<file path="config.mk">
export PLATFORM = sky130hd
export DESIGN_NAME = screen_blitter
export DESIGN_NICKNAME = d
export VERILOG_FILES = /design/src/rtl/blit_pkg.sv /design/src/rtl/blit_addr_gen.sv /design/src/rtl/screen_blitter.sv
export SDC_FILE = /design/constraint.sdc
export NUM_CORES = 1
export LEC_CHECK = 0
export CORE_MARGIN = 5
export CORE_UTILIZATION = 39
export CTS_BUF_LIST = sky130_fd_sc_hd__clkbuf_16
export DETAILED_ROUTE_END_ITERATION = 7
export HOLD_SLACK_MARGIN = 0.02
export SKIP_LAST_GASP = 1
export SLEW_MARGIN = 25
export SYNTH_ARGS = -nofsm -noshare
export SYNTH_HDL_FRONTEND = slang
export SYNTH_SLANG_ARGS = --single-unit
export TNS_END_PERCENT = 30
</file>
<file path="constraint.sdc">
create_clock -name clock -period 2.9 [get_ports clock]
set_input_delay 0.58 -clock clock [delete_from_list [all_inputs] [get_ports clock]]
set_output_delay 0.58 -clock clock [all_outputs]
set_load 0.05 [all_outputs]
</file>
<file path="src/rtl/blit_pkg.sv">
// rtl/blit_pkg.sv - shared state enum, default raster size and coordinate widths for the screen blitter
package blit_pkg;

  typedef enum logic [2:0] {
    IDLE   = 3'd0,
    SCAN   = 3'd1,
    DRAIN1 = 3'd2,
    DRAIN2 = 3'd3,
    FIN    = 3'd4
  } blit_state_e;

  localparam int H_RES_DEFAULT = 320;
  localparam int V_RES_DEFAULT = 240;

  localparam int X_W = 9;
  localparam int Y_W = 8;

endpackage

</file>
<file path="src/rtl/blit_addr_gen.sv">
// rtl/blit_addr_gen.sv - linear read address plus column/row counters walking the frame in raster order
module blit_addr_gen
  import blit_pkg::*;
#(
  parameter int H_RES  = H_RES_DEFAULT,
  parameter int V_RES  = V_RES_DEFAULT,
  parameter int ADDR_W = 17
) (
  input  logic              clock,
  input  logic              resetn,
  input  logic              clear,
  input  logic              advance,
  output logic [ADDR_W-1:0] addr,
  output logic [X_W-1:0]    cx,
  output logic [Y_W-1:0]    cy,
  output logic              last
);

  localparam logic [ADDR_W-1:0] LAST_ADDR = ADDR_W'(H_RES * V_RES - 1);
  localparam logic [X_W-1:0]    LAST_CX   = X_W'(H_RES - 1);

  logic [ADDR_W-1:0] addr_q, addr_d;
  logic [X_W-1:0]    cx_q, cx_d;
  logic [Y_W-1:0]    cy_q, cy_d;

  // Address is a plain incrementer; column wraps at the line end and bumps the row.
  always_comb begin
    addr_d = addr_q;
    cx_d   = cx_q;
    cy_d   = cy_q;
    if (clear) begin
      addr_d = '0;
      cx_d   = '0;
      cy_d   = '0;
    end else if (advance) begin
      addr_d = addr_q + 1'b1;
      if (cx_q == LAST_CX) begin
        cx_d = '0;
        cy_d = cy_q + 1'b1;
      end else begin
        cx_d = cx_q + 1'b1;
      end
    end
  end

  // Counter registers.
  always_ff @(posedge clock or negedge resetn) begin
    if (!resetn) begin
      addr_q <= '0;
      cx_q   <= '0;
      cy_q   <= '0;
    end else begin
      addr_q <= addr_d;
      cx_q   <= cx_d;
      cy_q   <= cy_d;
    end
  end

  assign addr = addr_q;
  assign cx   = cx_q;
  assign cy   = cy_q;
  assign last = (addr_q == LAST_ADDR);

endmodule

</file>
<file path="src/rtl/screen_blitter.sv">
// rtl/screen_blitter.sv - copies a full-screen image from BRAM to the VGA adapter; BLIT_TRANSPARENT_EN skips key-coloured pixels
module screen_blitter
  import blit_pkg::*;
#(
  parameter int                   H_RES           = H_RES_DEFAULT,
  parameter int                   V_RES           = V_RES_DEFAULT,
  parameter int                   ADDR_W          = 17,
  parameter int                   COLOUR_W        = 8,
  parameter logic [COLOUR_W-1:0]  TRANSPARENT_KEY = '0
) (
  input  logic                clock,
  input  logic                resetn,
  input  logic                start,
  input  logic                abort,
  output logic [ADDR_W-1:0]   rdaddress,
  input  logic [COLOUR_W-1:0] q,
  output logic [X_W-1:0]      x,
  output logic [Y_W-1:0]      y,
  output logic [COLOUR_W-1:0] colour,
  output logic                plot,
  output logic                busy,
  output logic                done
);

  blit_state_e state_q, state_d;

  logic [ADDR_W-1:0] addr;
  logic [X_W-1:0]    cx;
  logic [Y_W-1:0]    cy;
  logic              last;
  logic              gen_clear;
  logic              gen_advance;

  // Delay stage: coordinates of the address presented last cycle, aligned with q.
  logic              vld_q, vld_d;
  logic [X_W-1:0]    cx_dly_q, cx_dly_d;
  logic [Y_W-1:0]    cy_dly_q, cy_dly_d;

  // Output registers towards the VGA adapter.
  logic [X_W-1:0]      x_q, x_d;
  logic [Y_W-1:0]      y_q, y_d;
  logic [COLOUR_W-1:0] colour_q, colour_d;
  logic                plot_q, plot_d;
  logic                pixel_visible;

  // Counters only run while scanning; any exit from SCAN returns them to zero.
  assign gen_advance = (state_q == SCAN);
  assign gen_clear   = (state_q != SCAN) || abort || last;

  blit_addr_gen #(
    .H_RES  (H_RES),
    .V_RES  (V_RES),
    .ADDR_W (ADDR_W)
  ) u_addr_gen (
    .clock   (clock),
    .resetn  (resetn),
    .clear   (gen_clear),
    .advance (gen_advance),
    .addr    (addr),
    .cx      (cx),
    .cy      (cy),
    .last    (last)
  );

`ifdef BLIT_TRANSPARENT_EN
  assign pixel_visible = (q != TRANSPARENT_KEY);
`else
  logic unused_key;
  assign unused_key    = ^TRANSPARENT_KEY;
  assign pixel_visible = 1'b1;
`endif

  // Next-state logic: abort wins over start in IDLE and cancels any pass in flight.
  always_comb begin
    state_d = state_q;
    case (state_q)
      IDLE:    if (start && !abort) state_d = SCAN;
      SCAN:    if (abort) state_d = IDLE; else if (last) state_d = DRAIN1;
      DRAIN1:  state_d = abort ? IDLE : DRAIN2;
      DRAIN2:  state_d = abort ? IDLE : FIN;
      FIN:     state_d = IDLE;
      default: state_d = IDLE;
    endcase
  end

  // Pipeline: tag addresses issued in SCAN, then register the returned pixel.
  always_comb begin
    vld_d    = (state_q == SCAN) && !abort;
    cx_dly_d = cx;
    cy_dly_d = cy;
    x_d      = x_q;
    y_d      = y_q;
    colour_d = colour_q;
    plot_d   = vld_q && !abort && pixel_visible;
    if (vld_q) begin
      x_d      = cx_dly_q;
      y_d      = cy_dly_q;
      colour_d = q;
    end
  end

  // State, delay stage and output registers.
  always_ff @(posedge clock or negedge resetn) begin
    if (!resetn) begin
      state_q  <= IDLE;
      vld_q    <= 1'b0;
      cx_dly_q <= '0;
      cy_dly_q <= '0;
      x_q      <= '0;
      y_q      <= '0;
      colour_q <= '0;
      plot_q   <= 1'b0;
    end else begin
      state_q  <= state_d;
      vld_q    <= vld_d;
      cx_dly_q <= cx_dly_d;
      cy_dly_q <= cy_dly_d;
      x_q      <= x_d;
      y_q      <= y_d;
      colour_q <= colour_d;
      plot_q   <= plot_d;
    end
  end

  assign rdaddress = addr;
  assign x         = x_q;
  assign y         = y_q;
  assign colour    = colour_q;
  assign plot      = plot_q;
  assign busy      = (state_q == SCAN) || (state_q == DRAIN1) || (state_q == DRAIN2);
  assign done      = (state_q == FIN);

endmodule

</file>
## Word level (Yosys, flattened, before mapping)

Cells that the tools add are included.

- Output and inout port bits: 45
- Input port bits: 12
- Register bits after elaboration: 81
- Word-level logic and storage cells: 50

- Add/sub/neg operators: 3
- Multiplexer cells: 14
- Eq/ne operators: 9
- Reductions and logical operators: 13

Operator list:

| cell | count |
|---|---|
| 17-bit 2-to-1 mux | 2 |
| 9-bit 2-to-1 mux | 3 |
| 8-bit 2-to-1 mux | 3 |
| 17-bit by 1-bit adder with 17-bit output (second input constant) | 1 |
| 17-bit == test (second input constant) | 1 |
| 3-bit 2-to-1 mux | 4 |
| 3-bit case mux with 4 select lines | 1 |
| 9-bit by 1-bit adder with 9-bit output (second input constant) | 1 |
| 9-bit == test (second input constant) | 1 |
| 8-bit by 1-bit adder with 8-bit output (second input constant) | 1 |
| 3-bit by 2-bit == test with 1-bit output (second input constant) | 2 |
| 1-bit logical OR | 4 |
| 2-bit AND reduction | 2 |
| 2-bit nonzero test | 2 |
| 3-bit by 1-bit == test with 1-bit output (second input constant) | 1 |
| 3-bit == test (second input constant) | 1 |
| 1-bit logical AND | 3 |
| 3-bit zero test | 1 |
| 3-bit by 1-bit inequality test with 1-bit output (second input constant) | 1 |
| 3-bit inequality test (second input constant) | 1 |
| 2-bit 2-to-1 mux | 1 |
| 2-bit inequality test (second input constant) | 1 |
| 1-bit zero test | 1 |

## Logic depth before layout (Yosys ltp)

- Word-level depth: 5
- Gate-level depth with buffers: 6

## By module

From an unflattened synthesis, not the netlist that was laid out.

- Cells, all modules: 274
- Area, all modules: 3,355.7 um^2

By module, submodules not included:

| module | sequential area each (um^2) | cells an instance | area each (um^2) | instances |
|---|---|---|---|---|
| blit_addr_gen | 850.8 | 185 | 1,761.7 | 1 |
| screen_blitter | 1,176.1 | 89 | 1,594.0 | 1 |

## Worst setup path before layout

OpenSTA, ideal clock, no wires.

- Kind: register -> register
- From: register u_addr_gen.addr_q[2], in the netlist u_addr_gen.addr[2]
- To: register u_addr_gen.addr_q[16], in the netlist u_addr_gen.addr[16]
- Arrival time: 1,848 ps
- Setup time: 73 ps
- Stages on the path, launching flop included: 6
- Path buffers: 1
- Data required time: 2,827 ps
- Setup slack: 979 ps
- Cell sequence: dfrtp_1 > and4_1 > buf_4 > nand3_4 > or4_4 > a21oi_2

- Word-level cells in the longest chain between the ends: 3
- Elaborated cells between the ends (all ways): 6
- Classes of those cells: 1 x add/sub; 1 x eq/ne; 2 x mux; 2 x reduce/logical

Ends and longest elaborated chain:

| item | line | text |
|---|---|---|
| start, declared | blit_addr_gen.sv:22 | `logic [ADDR_W-1:0] addr_q, addr_d;` |
| start signal, assigned | blit_addr_gen.sv:53 | `addr_q <= addr_d;` |
| 17-bit by 1-bit adder with 17-bit output or 17-bit == test (tied branches) | blit_addr_gen.sv:36, blit_addr_gen.sv:62 |  |
| 17-bit 2-to-1 mux or 1-bit logical OR (tied branches) | blit_addr_gen.sv:35, screen_blitter.sv:48 |  |
| 17-bit 2-to-1 mux or 2-bit nonzero test (tied branches) | -- |  |

Several ways; a longest one is shown, not always the timed one. The select of a mux whose other input is x is not followed.
A chain may end at the register's enable or synchronous reset.

## Worst setup path after layout

- From: register state_q[1]
- To: output done

- Word-level cells in the longest chain between the ends: 1

Ends and longest elaborated chain:

| item | line | text |
|---|---|---|
| start, declared | screen_blitter.sv:25 | `blit_state_e state_q, state_d;` |
| start signal, assigned | screen_blitter.sv:114 | `state_q <= state_d;` |
| 3-bit == test | screen_blitter.sv:131 | `assign done = (state_q == FIN);` |
| end, declared | screen_blitter.sv:22 | `output logic done` |

Every way passes these cells.

==> flow_summary.yaml <==
outcome:
  outcome: "finished clean"
die:
  design.core.area_um2: 8130
  fp.dieH_um: 101
  die_w_um: 101
  die_area_um2: 10200
  boundaryPins: 57
  start_util_pct: 39.7
  fp-row-count: 33
layout:
  fillers: 716
  fin_nets: 332
  drive_gt1_share_pct: 15.9
  synthToLayoutAreaGrowth_pct: 30.8
  final_area_um2: 4220
  n_antenna_cell: 0
synth:
  synth_cell_type_count: 36
  netlist_area_um2: 3230
  synth_compound_area_share_pct: 2.63
  yosysWarnings: 0
  synth-simple-area-share_pct: 16.2
  avgSynthCellArea_um2: 12.7
  async_reset_ff_share_pct: 100
  synth_cells: 255
  synth-seq-cells: 81
  synth_top_family_by_area: "simple AND/OR/NAND/NOR gates"
  synthMuxAreaShare_pct: 8.71
  synth_nets: 270
  synth_flop_cell: "dfrtp_1"
  synth_fa_ha_area_share_pct: 1.16
  yosysSeqAreaShare_pct: 62.7
  synthXorXnorAreaFrac_pct: 6.78
  synth_edf_count: 0
critical_path:
  worstSetupEndpoint: "done"
  cp.arrival_ns: 1.84
  startpoint_type: "flip-flop"
  reg2regPathDepth: 5
  r2r_setup_slack_ns: 0.69
  endpoint_kind: "output port"
  cp_max_fo: 5
  timing.critical_path.from: "state_q[1]"
  required_ns: 2.32
  worst_r2r_endpoint: "u_addr_gen.addr[2]"
  path_class: "flip-flop to output port"
  regToRegStartpoint: "u_addr_gen.addr[2]"
cts:
  cts_buffers: 9
  cts_tree: "done"
  clock_latency_ns: 0.32
  clkSinkCount: 81
  clockBufferDepth: 2
  ctsHoldBuffers: 0
  cts.clk_slew.worst_paths_ns: 0.06
  cts_max_level: 3
  cts_setup_buffers: 0
  root_buffer: "clkbuf_16"
  cts_resized: 0
power_and_ir_drop:
  internal-power_uw: 2250
  switchingPower_uw: 951
  combPwrFrac_pct: 23.4
  powerDensity_nw_per_um2: 757
  p_leak_uw: 0.00178
  ir_drop_uv: 289
  power_frac_seq_pct: 40.4
  clkPwrFrac_pct: 36.2
  switching_share_pct: 29.7
min_path:
  hp-class: "input pin to async pin"
routing:
  drtIter0Drc: 55
  routed_wl_um: 5700
  ant_nets: 0
  dr_total_vias: 2083
  wl_per_cell_um: 13.4
  route.detailed.vias_per_inst: 4.89
  route.detailed.drc: 0
  drtPass1Iterations: 3
run:
  cap_violations: 0
sta:
  fin_crit_sh_pct: 83.5
  drv_slew: 0
  rsz0062_at_grt: "no"
  fin_skew_ns: 0.00527
  hold_viol: 0
  worst_slew_pin_slew_ns: 0.816
  period_needed_ns: 2.42
  maxSlewHeadroom_pct: 45.6
  setup_viol: 0
  setup_tns_ns: 0
  fmax_mhz: 413
grt:
  globalRouteOverflowTotal: 0
  grt_pass1_wl_um: 10100
  grt_pass1_vias: 2180
  grt_max_degree: 43
  antenna_found_initial: 0
  track_usage_pct: 12.4
placement:
  port_buffers: 56
  placed_area_um2: 3910
  hpwlAfterDp_um: 3900
  gp_congestion: 0.755
## cells by family after synthesis
| logic type | count (synthesis) |
|---|---|
| flip-flops | 81 |
| multiplexers | 25 |
| buffers and inverters | 12 |
| AND/OR/NAND/NOR | 95 |
| XOR/XNOR | 25 |
| AO/OA/AOI/OAI | 14 |
| adder cells (fa/ha/maj) | 3 |
## worst min path at each step
stage | endpoint | slack [ns] | cells after the start
finish | state_q[2] | 0.22 | 1
global route | state_q[0] | 0.26 | 1
CTS | state_q[2] | 0.24 | 1
detailed placement | cy_dly_q[7] | 0.40 | 0
global placement | cy_dly_q[7] | 0.39 | 0
floorplan | colour[0] | 0.28 | 0
## critical path, stage by stage, from the launching register on
cell,delay (ns)
dfrtp_1,0.42
nor2_1,0.16
and2_1,0.14
clkdlybuf4s50_1,0.79
## cells in the mapped netlist, types with 4 or more instances
cell / count / area share, %
a21oi_1: 4 / 0.62
dfrtp_1: 81 / 63
inv_1: 4 / 0.46
mux2_2: 25 / 8.7
nand2_1: 10 / 1.2
nand3_1: 12 / 1.9
nand4_1: 9 / 1.7
nor2_1: 30 / 3.5
nor3_1: 7 / 1.1
nor4_1: 6 / 1.2
o21ai_0: 5 / 0.77
xnor2_1: 13 / 3.5
xor2_1: 12 / 3.3
## per-layer routing
metal / GRT usage [%] / up-vias / part of all wire, %
li1: - / 1007 / -
met4: 5.83 / 0 / 2.0
met5: 0 / - / 0
met3: 3.39 / 9 / 6.4
met1: 16.9 / 1021 / 48
met2: 18.5 / 46 / 44
## flip-flops by register name, summed over array words and instances, names as in the netlist, 3 cells and up
| register | count |
|---|---|
| colour | 8 |
| x | 9 |
| u_addr_gen.cx | 9 |
| cy_dly_q | 8 |
| y | 8 |
| state_q | 3 |
| u_addr_gen.addr | 17 |
| u_addr_gen.cy | 8 |
| cx_dly_q | 9 |
## layout by cell type, fill, tap and decap left out, drive strengths merged, types with 2 or more instances in the layout
master / Yosys / routed
a21oi: 5 / 5
and2: 3 / 3
and3: 2 / 2
and4: 2 / 2
buf: 6 / 4
bufinv: 0 / 2
clkbuf: 2 / 9
clkdlybuf4s50: 0 / 55
clkinv: 0 / 2
dfrtp: 81 / 81
ha: 3 / 3
inv: 4 / 5
mux2: 25 / 25
nand2: 10 / 10
nand3: 13 / 13
nand4: 10 / 10
nor2: 30 / 30
nor2b: 2 / 2
nor3: 7 / 7
nor4: 6 / 6
o21ai: 6 / 6
or2: 2 / 2
or3: 3 / 3
xnor2: 13 / 13
xor2: 12 / 12
## final cells by class
cell class / instances / area (um^2) / area share [%]
clock buffer: 9 / 225 / 5.33
clock inverter: 6 / 85.1 / 2.01
inverter: 4 / 15.0 / 0.355
multi-input combinational: 162 / 1150 / 27.2
sequential: 81 / 2030 / 48.0
tap: 105 / 131 / 3.11
timing repair buffer: 59 / 593 / 14.0
## power groups by stage
| stage | Sequential [uW] | Combinational [uW] | Clock, uW |
|---|---|---|---|
| floorplan | 1570 | 248 | 0 |
| global placement | 1310 | 753 | 0 |
| detailed placement | 1320 | 762 | 0 |
| CTS | 1290 | 761 | 1190 |
| global route | 1310 | 797 | 1240 |
| finish | 1290 | 748 | 1160 |
## stage by stage
| stage | instances | setup WS [ns] | power [uW] | utilization, % | hold WS [ns] |
|---|---|---|---|---|---|
| 2_1_floorplan | 255 | 0.979 | 1810 | - | 0.284 |
| 3_5_place_dp | 411 | 0.526 | 2080 | 48.1 | 0.398 |
| 5_1_grt | 426 | 0.383 | 3350 | 51.9 | 0.262 |
| 3_3_place_gp | 411 | 0.598 | 2060 | 48.1 | 0.393 |
| 4_1_cts | 426 | 0.453 | 3250 | 51.9 | 0.238 |
| 6_report | 426 | 0.478 | 3200 | 51.9 | 0.222 |
Power figures use the tool's default switching activity.
